`config.mk`:
```
export PLATFORM = sky130hd
export DESIGN_NAME = multi_buffer_rr
export DESIGN_NICKNAME = d
export VERILOG_FILES = /design/src/rtl/multi_buffer_rr.sv
export SDC_FILE = /design/constraint.sdc
export NUM_CORES = 2
export LEC_CHECK = 0
export CAP_MARGIN = 20
export CORE_UTILIZATION = 30
export DETAILED_ROUTE_END_ITERATION = 6
export PLACE_DENSITY = 0.44
export SYNTH_ARGS = -nofsm -noshare
export SYNTH_HDL_FRONTEND = slang
export SYNTH_SLANG_ARGS = --single-unit
```
`constraint.sdc`:
```
create_clock -name clk -period 5.4 [get_ports clk]
set_input_delay 0.54 -clock clk [delete_from_list [all_inputs] [get_ports clk]]
set_output_delay 0.54 -clock clk [all_outputs]
set_load 0.01 [all_outputs]
```
`src/rtl/multi_buffer_rr.sv`:
```
// multi_buffer_rr: N_CH independent FIFOs drained round-robin into a single registered output stream.
// Build macro MULTI_BUFFER_ERRCODE_EN: overflows are also reported in-band as an ERR_CODE word.

module multi_buffer_rr #(
   parameter int unsigned     WDTH      = 32,
   parameter int unsigned     N_CH      = 4,
   parameter int unsigned     LOG_N_CH  = 2,
   parameter int unsigned     DEPTH     = 16,
   parameter int unsigned     LOG_DEPTH = 4,
   parameter logic [WDTH-1:0] ERR_CODE  = '1
) (
   input  logic                clk,
   input  logic                rst_n,
   input  logic [WDTH-1:0]     in_data,
   input  logic [LOG_N_CH-1:0] in_ch,
   input  logic                in_nd,
   input  logic                out_ready,
   output logic [WDTH-1:0]     out_data,
   output logic [LOG_N_CH-1:0] out_ch,
   output logic                out_nd,
   output logic [N_CH-1:0]     ch_full,
   output logic                write_error
);

   typedef logic [LOG_DEPTH:0]   cnt_t;
   typedef logic [LOG_DEPTH-1:0] ptr_t;
   typedef logic [LOG_N_CH-1:0]  ch_t;

   localparam cnt_t CNT_FULL = cnt_t'(DEPTH);
   localparam ch_t  CH_LAST  = ch_t'(N_CH - 1);

   logic [WDTH-1:0] mem_q [N_CH][DEPTH];

   cnt_t cnt_q    [N_CH];
   cnt_t cnt_d    [N_CH];
   ptr_t wr_ptr_q [N_CH];
   ptr_t wr_ptr_d [N_CH];
   ptr_t rd_ptr_q [N_CH];
   ptr_t rd_ptr_d [N_CH];

   ch_t             last_q, last_d;
   logic [WDTH-1:0] out_data_d;
   ch_t             out_ch_d;
   logic            out_nd_d;
   logic            write_error_d;

   logic            wr_ok, wr_reject;
   logic            pick_found, pop_en;
   ch_t             pick_ch, cand;
   logic            err_emit;
   ch_t             err_ch;
   logic [N_CH-1:0] push_v, pop_v;

   always_comb begin
      for (int unsigned i = 0; i < N_CH; i++) begin
         ch_full[i] = (cnt_q[i] == CNT_FULL);
      end
   end

   // Fullness is judged on pre-edge counts, so a pop on the same edge never rescues a write.
   always_comb begin
      wr_reject = in_nd && ch_full[in_ch];
      wr_ok     = in_nd && !ch_full[in_ch];
   end

   always_comb begin
      pick_found = 1'b0;
      pick_ch    = '0;
      cand       = '0;
      for (int unsigned k = 1; k <= N_CH; k++) begin
         cand = last_q + ch_t'(k);
         if (!pick_found && (cnt_q[cand] != '0)) begin
            pick_found = 1'b1;
            pick_ch    = cand;
         end
      end
   end

`ifdef MULTI_BUFFER_ERRCODE_EN
   typedef enum logic {ERR_IDLE, ERR_PENDING} err_state_t;

   err_state_t err_state_q, err_state_d;
   ch_t        err_ch_q, err_ch_d;

   // An overflow arriving on the edge that emits the pending marker becomes the next pending one.
   always_comb begin
      err_emit    = (err_state_q == ERR_PENDING) && out_ready;
      err_ch      = err_ch_q;
      err_state_d = err_state_q;
      err_ch_d    = err_ch_q;
      if (err_emit) begin
         err_state_d = wr_reject ? ERR_PENDING : ERR_IDLE;
         err_ch_d    = in_ch;
      end else if (wr_reject && (err_state_q == ERR_IDLE)) begin
         err_state_d = ERR_PENDING;
         err_ch_d    = in_ch;
      end
   end

   always_ff @(posedge clk) begin
      if (!rst_n) begin
         err_state_q <= ERR_IDLE;
         err_ch_q    <= '0;
      end else begin
         err_state_q <= err_state_d;
         err_ch_q    <= err_ch_d;
      end
   end
`else
   always_comb begin
      err_emit = 1'b0;
      err_ch   = '0;
   end
`endif

   always_comb begin
      pop_en = out_ready && pick_found && !err_emit;
      push_v = '0;
      pop_v  = '0;
      for (int unsigned i = 0; i < N_CH; i++) begin
         push_v[i]   = wr_ok && (in_ch == ch_t'(i));
         pop_v[i]    = pop_en && (pick_ch == ch_t'(i));
         cnt_d[i]    = cnt_q[i];
         if (push_v[i] && !pop_v[i]) begin
            cnt_d[i] = cnt_q[i] + cnt_t'(1);
         end else if (pop_v[i] && !push_v[i]) begin
            cnt_d[i] = cnt_q[i] - cnt_t'(1);
         end
         wr_ptr_d[i] = wr_ptr_q[i] + ptr_t'(push_v[i]);
         rd_ptr_d[i] = rd_ptr_q[i] + ptr_t'(pop_v[i]);
      end
   end

   always_comb begin
      out_data_d    = out_data;
      out_ch_d      = out_ch;
      out_nd_d      = 1'b0;
      last_d        = last_q;
      write_error_d = wr_reject;
      if (err_emit) begin
         out_data_d = ERR_CODE;
         out_ch_d   = err_ch;
         out_nd_d   = 1'b1;
      end else if (pop_en) begin
         out_data_d = mem_q[pick_ch][rd_ptr_q[pick_ch]];
         out_ch_d   = pick_ch;
         out_nd_d   = 1'b1;
         last_d     = pick_ch;
      end
   end

   always_ff @(posedge clk) begin
      if (rst_n && wr_ok) begin
         mem_q[in_ch][wr_ptr_q[in_ch]] <= in_data;
      end
   end

   always_ff @(posedge clk) begin
      if (!rst_n) begin
         for (int unsigned i = 0; i < N_CH; i++) begin
            cnt_q[i]    <= '0;
            wr_ptr_q[i] <= '0;
            rd_ptr_q[i] <= '0;
         end
         last_q      <= CH_LAST;
         out_data    <= '0;
         out_ch      <= '0;
         out_nd      <= 1'b0;
         write_error <= 1'b0;
      end else begin
         for (int unsigned i = 0; i < N_CH; i++) begin
            cnt_q[i]    <= cnt_d[i];
            wr_ptr_q[i] <= wr_ptr_d[i];
            rd_ptr_q[i] <= rd_ptr_d[i];
         end
         last_q      <= last_d;
         out_data    <= out_data_d;
         out_ch      <= out_ch_d;
         out_nd      <= out_nd_d;
         write_error <= write_error_d;
      end
   end

endmodule
```
==> flow_summary.html <==
<table>
<tr><th>Metric</th><th>Value</th></tr>
<tr><th colspan="2">Timing</th></tr>
<tr><td>Number of setup violations in the final report</td><td>0</td></tr>
<tr><td>Fmax</td><td>187 MHz</td></tr>
<tr><td>Worst-case headroom to the max-slew limit</td><td>0.301</td></tr>
<tr><td>Setup Skew</td><td>0.0440 ns</td></tr>
<tr><td>Count of pins over their slew limit</td><td>0</td></tr>
<tr><td>Final worst path period need</td><td>5.36 ns</td></tr>
<tr><td>RSZ-0062 raised after global routing</td><td>no</td></tr>
<tr><td>Post-Route Hold Slack</td><td>0.220 ns</td></tr>
<tr><td>Fin Setup TNS</td><td>0 ns</td></tr>
<tr><td>Final Hold Vio Count</td><td>0</td></tr>
<tr><td>Least-Margin Pin Slew</td><td>1.05 ns</td></tr>
<tr><td>Portion of the clock cycle consumed by the worst path in the final layout</td><td>0.992</td></tr>
<tr><th colspan="2">Floorplan</th></tr>
<tr><td>IO Count</td><td>78</td></tr>
<tr><td>Chip height</td><td>536 um</td></tr>
<tr><td>Initial cell density of the core</td><td>0.302</td></tr>
<tr><td>Chip Width</td><td>536 um</td></tr>
<tr><td>Core area</td><td>283000 um2</td></tr>
<tr><td>Die footprint</td><td>287000 um2</td></tr>
<tr><td>Number of core rows</td><td>195</td></tr>
<tr><th colspan="2">Layout</th></tr>
<tr><td>Fin util</td><td>0.353</td></tr>
<tr><td>Net count of the finished layout</td><td>5532</td></tr>
<tr><td>Syn-to-layout area delta</td><td>16.9%</td></tr>
<tr><td>Post-route standard cell area excluding fillers</td><td>99900 um2</td></tr>
<tr><td>Proportion of layout cells with a drive suffix above 1</td><td>0.137</td></tr>
<tr><td>Fill cell count</td><td>26565</td></tr>
<tr><th colspan="2">Clock tree</th></tr>
<tr><td>Maximum buffer depth of the clock tree</td><td>3</td></tr>
<tr><td>Total number of clock tree sinks</td><td>2140</td></tr>
<tr><td>Clock tree root buffer cell</td><td>sky130_fd_sc_hd__clkbuf_16</td></tr>
<tr><td>Clock network latency to the later pin of the worst-skew pair</td><td>0.89 ns</td></tr>
<tr><td>Clock tree from TritonCTS</td><td>yes</td></tr>
<tr><td>H-Tree Level Count</td><td>4</td></tr>
<tr><td>Num CTS Buffers</td><td>228</td></tr>
<tr><td>Worst-path clk slew</td><td>0.06 ns</td></tr>
<tr><th colspan="2">Outcome</th></tr>
<tr><td>Failing checks</td><td>design-rule violations</td></tr>
<tr><td>Result of the run</td><td>complete, but fails checks</td></tr>
<tr><th colspan="2">Yosys</th></tr>
<tr><td>Yosys cell types</td><td>70</td></tr>
<tr><td>Number of flops mapped to enable cells by yosys</td><td>2048</td></tr>
<tr><td>Mapped cell area</td><td>85400 um2</td></tr>
<tr><td>Net count after synthesis</td><td>5388</td></tr>
<tr><td>Share of synthesized area occupied by flip-flops and latches</td><td>0.742</td></tr>
<tr><td>Primary FF master, synth</td><td>sky130_fd_sc_hd__edfxtp_1</td></tr>
<tr><td>Number of cells produced by synthesis</td><td>5314</td></tr>
<tr><td>Count of yosys warnings during synthesis</td><td>0</td></tr>
<tr><td>Synth Area per Inst</td><td>16.1 um2</td></tr>
<tr><td>Ys async rst share</td><td>0</td></tr>
<tr><td>Number of synthesized register bits</td><td>2140</td></tr>
<tr><th colspan="2">Worst setup path</th></tr>
<tr><td>Category of the critical setup timing path</td><td>reg2reg</td></tr>
<tr><td>Setup crit end kind</td><td>flop</td></tr>
<tr><td>Maximum fanout encountered on the critical timing path</td><td>79</td></tr>
<tr><td>Type of origin of the critical path</td><td>flop</td></tr>
<tr><td>Worst Path Required</td><td>6.22 ns</td></tr>
<tr><td>Data arrival time of the critical path</td><td>6.18 ns</td></tr>
<tr><th colspan="2">Routing</th></tr>
<tr><td>Count of TritonRoute iterations in the first routing pass</td><td>7</td></tr>
<tr><td>Number of DRC violations after detailed-routing iteration 0</td><td>5329</td></tr>
<tr><td>Number of nets with antenna violations after detailed routing</td><td>0</td></tr>
<tr><td>WL per Instance</td><td>31.6 um</td></tr>
<tr><td>Detailed-route vias per instance</td><td>5.56</td></tr>
<tr><td>DR vias</td><td>52306</td></tr>
<tr><td>Total Routed Length</td><td>297000 um</td></tr>
<tr><td>Remaining routing DRC violations</td><td>2</td></tr>
<tr><th colspan="2">Power</th></tr>
<tr><td>Standby leakage power</td><td>30.9 nW</td></tr>
<tr><td>Tot Pwr</td><td>65.3 mW</td></tr>
<tr><td>Maximum VDD drop</td><td>0.000753 V</td></tr>
<tr><td>Ratio of total power to cell area</td><td>654 nW/um2</td></tr>
<tr><th colspan="2">Worst hold path</th></tr>
<tr><td>Min-delay worst type</td><td>in2reg</td></tr>
<tr><th colspan="2">Place</th></tr>
<tr><td>HPWL after DPL</td><td>161000 um</td></tr>
<tr><td>Placer congestion estimate</td><td>0.774</td></tr>
<tr><td>Port Buffer Count</td><td>77</td></tr>
<tr><td>Placed Instance Area</td><td>92700 um2</td></tr>
<tr><th colspan="2">Global routing</th></tr>
<tr><td>Gr usage total</td><td>0.204</td></tr>
<tr><td>Global-route wire length before repair</td><td>415000 um</td></tr>
<tr><td>Total gr overflow</td><td>0</td></tr>
<tr><td>Antenna violations before repair</td><td>22</td></tr>
<tr><td>Pin count of the biggest net entering global routing</td><td>103</td></tr>
<tr><td>Via count of the first global-routing pass</td><td>51768</td></tr>
<tr><th colspan="2">Run</th></tr>
<tr><td>MaxCap Viol Count</td><td>0</td></tr>
</table>
==> final cells by class <==
cell class	instances	area, um2	area share
diodes	11	27.5	0.000276
repair buffers	392	4010	0.0401
clock buffers	314	6280	0.0629
clock inverters	108	777	0.00778
flip-flops and latches	2140	63300	0.634
inverters	139	529	0.00530
multi-input cells	2557	20200	0.202
well taps	3743	4680	0.0469
==> power breakdown <==
part / internal [mW] / switching [mW] / total, mW
sequential: 18.4 / 0.314 / 18.7
combinational: 10.5 / 21.1 / 31.6
clock: 8.34 / 6.62 / 15.0
==> path summary, 6_finish.rpt <==
kind,from,end,slack [ns],cells after the start
setup / recovery,cnt_q[1][0],out_data[20],0.04,12
hold / removal,in_data[4],mem_q[1][100],0.22,1
setup reg to reg,cnt_q[1][0],out_data[20],0.04,12
hold reg to reg,wr_ptr_q[1][3],wr_ptr_q[1][3],0.52,2
==> cells in the mapped netlist (all sizes together), types with 31 or more instances <==
cell | number | area, um2
a211o | 64 | 561
a221oi | 65 | 569
a222oi | 128 | 1280
a31oi | 67 | 432
a32oi | 128 | 1120
buf | 147 | 792
clkbuf | 331 | 1250
dfxtp | 92 | 1840
edfxtp | 2048 | 61500
ha | 32 | 400
inv | 139 | 522
mux2i | 392 | 3920
nand2 | 291 | 1100
nand3 | 141 | 706
nand4b | 192 | 1680
nor2 | 126 | 475
nor3 | 97 | 485
nor3b | 65 | 488
o211ai | 66 | 500
o221a | 31 | 349
o221ai | 192 | 1680
o22ai | 96 | 601
o311ai | 128 | 1120
o31ai | 64 | 480
o41ai | 31 | 272
==> metal layers <==
layer	vias to the layer above	global-route usage	part of all wire
li1	22260	-	-
met1	27809	0.277	0.44
met2	1819	0.332	0.47
met3	416	0.0273	0.055
met4	2	0.0729	0.036
met5	-	0	0.000047
==> cells in the final DEF, fill, tap and decap left out, drive strengths merged, types with 16 or more instances in the layout <==
cell type,Yosys,layout
clkinv,0,90
nor2,126,126
a21oi,23,23
nand3,141,141
xnor2,16,16
nand4b,192,192
o41ai,31,31
o221ai,192,192
nand2,291,291
o22ai,96,96
a31oi,67,67
a221oi,65,65
a211o,64,64
clkbuf,331,314
a222oi,128,128
nor3b,65,65
o21ai,17,17
o311ai,128,128
dfxtp,92,92
clkdlybuf4s50,0,44
and2,23,23
o31ai,64,64
o211ai,66,66
inv,139,147
o221a,31,31
buf,147,348
xor2,16,16
nor3,97,97
a32oi,128,128
mux2i,392,392
ha,32,32
edfxtp,2048,2048
==> stage by stage <==
| stage | cells | worst slack [ns] |
|---|---|---|
| 2_1_floorplan | 5314 | 1.21 |
| 3_3_place_gp | 8968 | -0.319 |
| 3_5_place_dp | 8971 | -0.0998 |
| 4_1_cts | 9393 | 0.0347 |
| 5_1_grt | 9394 | 0.00179 |
| 6_report | 9404 | 0.0436 |
==> critical path, cell delays in order, from the launching register on <==
cell and delay [ns]:
sky130_fd_sc_hd__dfxtp_1 0.38, sky130_fd_sc_hd__or4_4 0.59, sky130_fd_sc_hd__or3_1 0.38, sky130_fd_sc_hd__a211oi_4 0.37, sky130_fd_sc_hd__o211ai_1 0.30, sky130_fd_sc_hd__nand2_8 0.27
sky130_fd_sc_hd__buf_12 0.35, sky130_fd_sc_hd__buf_4 0.59, sky130_fd_sc_hd__o221ai_1 0.31, sky130_fd_sc_hd__a222oi_1 0.35, sky130_fd_sc_hd__o22ai_1 0.16, sky130_fd_sc_hd__nor3_1 0.70
sky130_fd_sc_hd__o221a_1 0.33
==> cells by family (layout without fill, tap and decap cells) <==
logic type | count (synthesis) | after routing | share of synthesized area
buffers and inverters | 617 | 953 | 0.0300
other | 0 | 11 | 0
and+or+nand+nor | 968 | 968 | 0.0622
xor gates and xnor gates | 32 | 32 | 0.00328
adders and majority gates | 36 | 36 | 0.00563
DFF | 2140 | 2140 | 0.742
muxes | 399 | 399 | 0.0475
AOI/OAI and AO/OA | 1122 | 1122 | 0.110
==> sequential cells by signal, summed over array words and instances (netlist names), named ones only <==
name	flops
cnt_q	20
last_q	2
mem_q	2048
out_ch	2
out_data	32
out_nd	1
rd_ptr_q	16
wr_ptr_q	16
write_error	1
==> what timing repair did <==
action                                  CTS  global route
hold buffers                              0             0
resized for setup                         3             7
setup buffers                             0             0
endpoints found under the setup margin    3            13
Power figures use the tool's default switching activity.
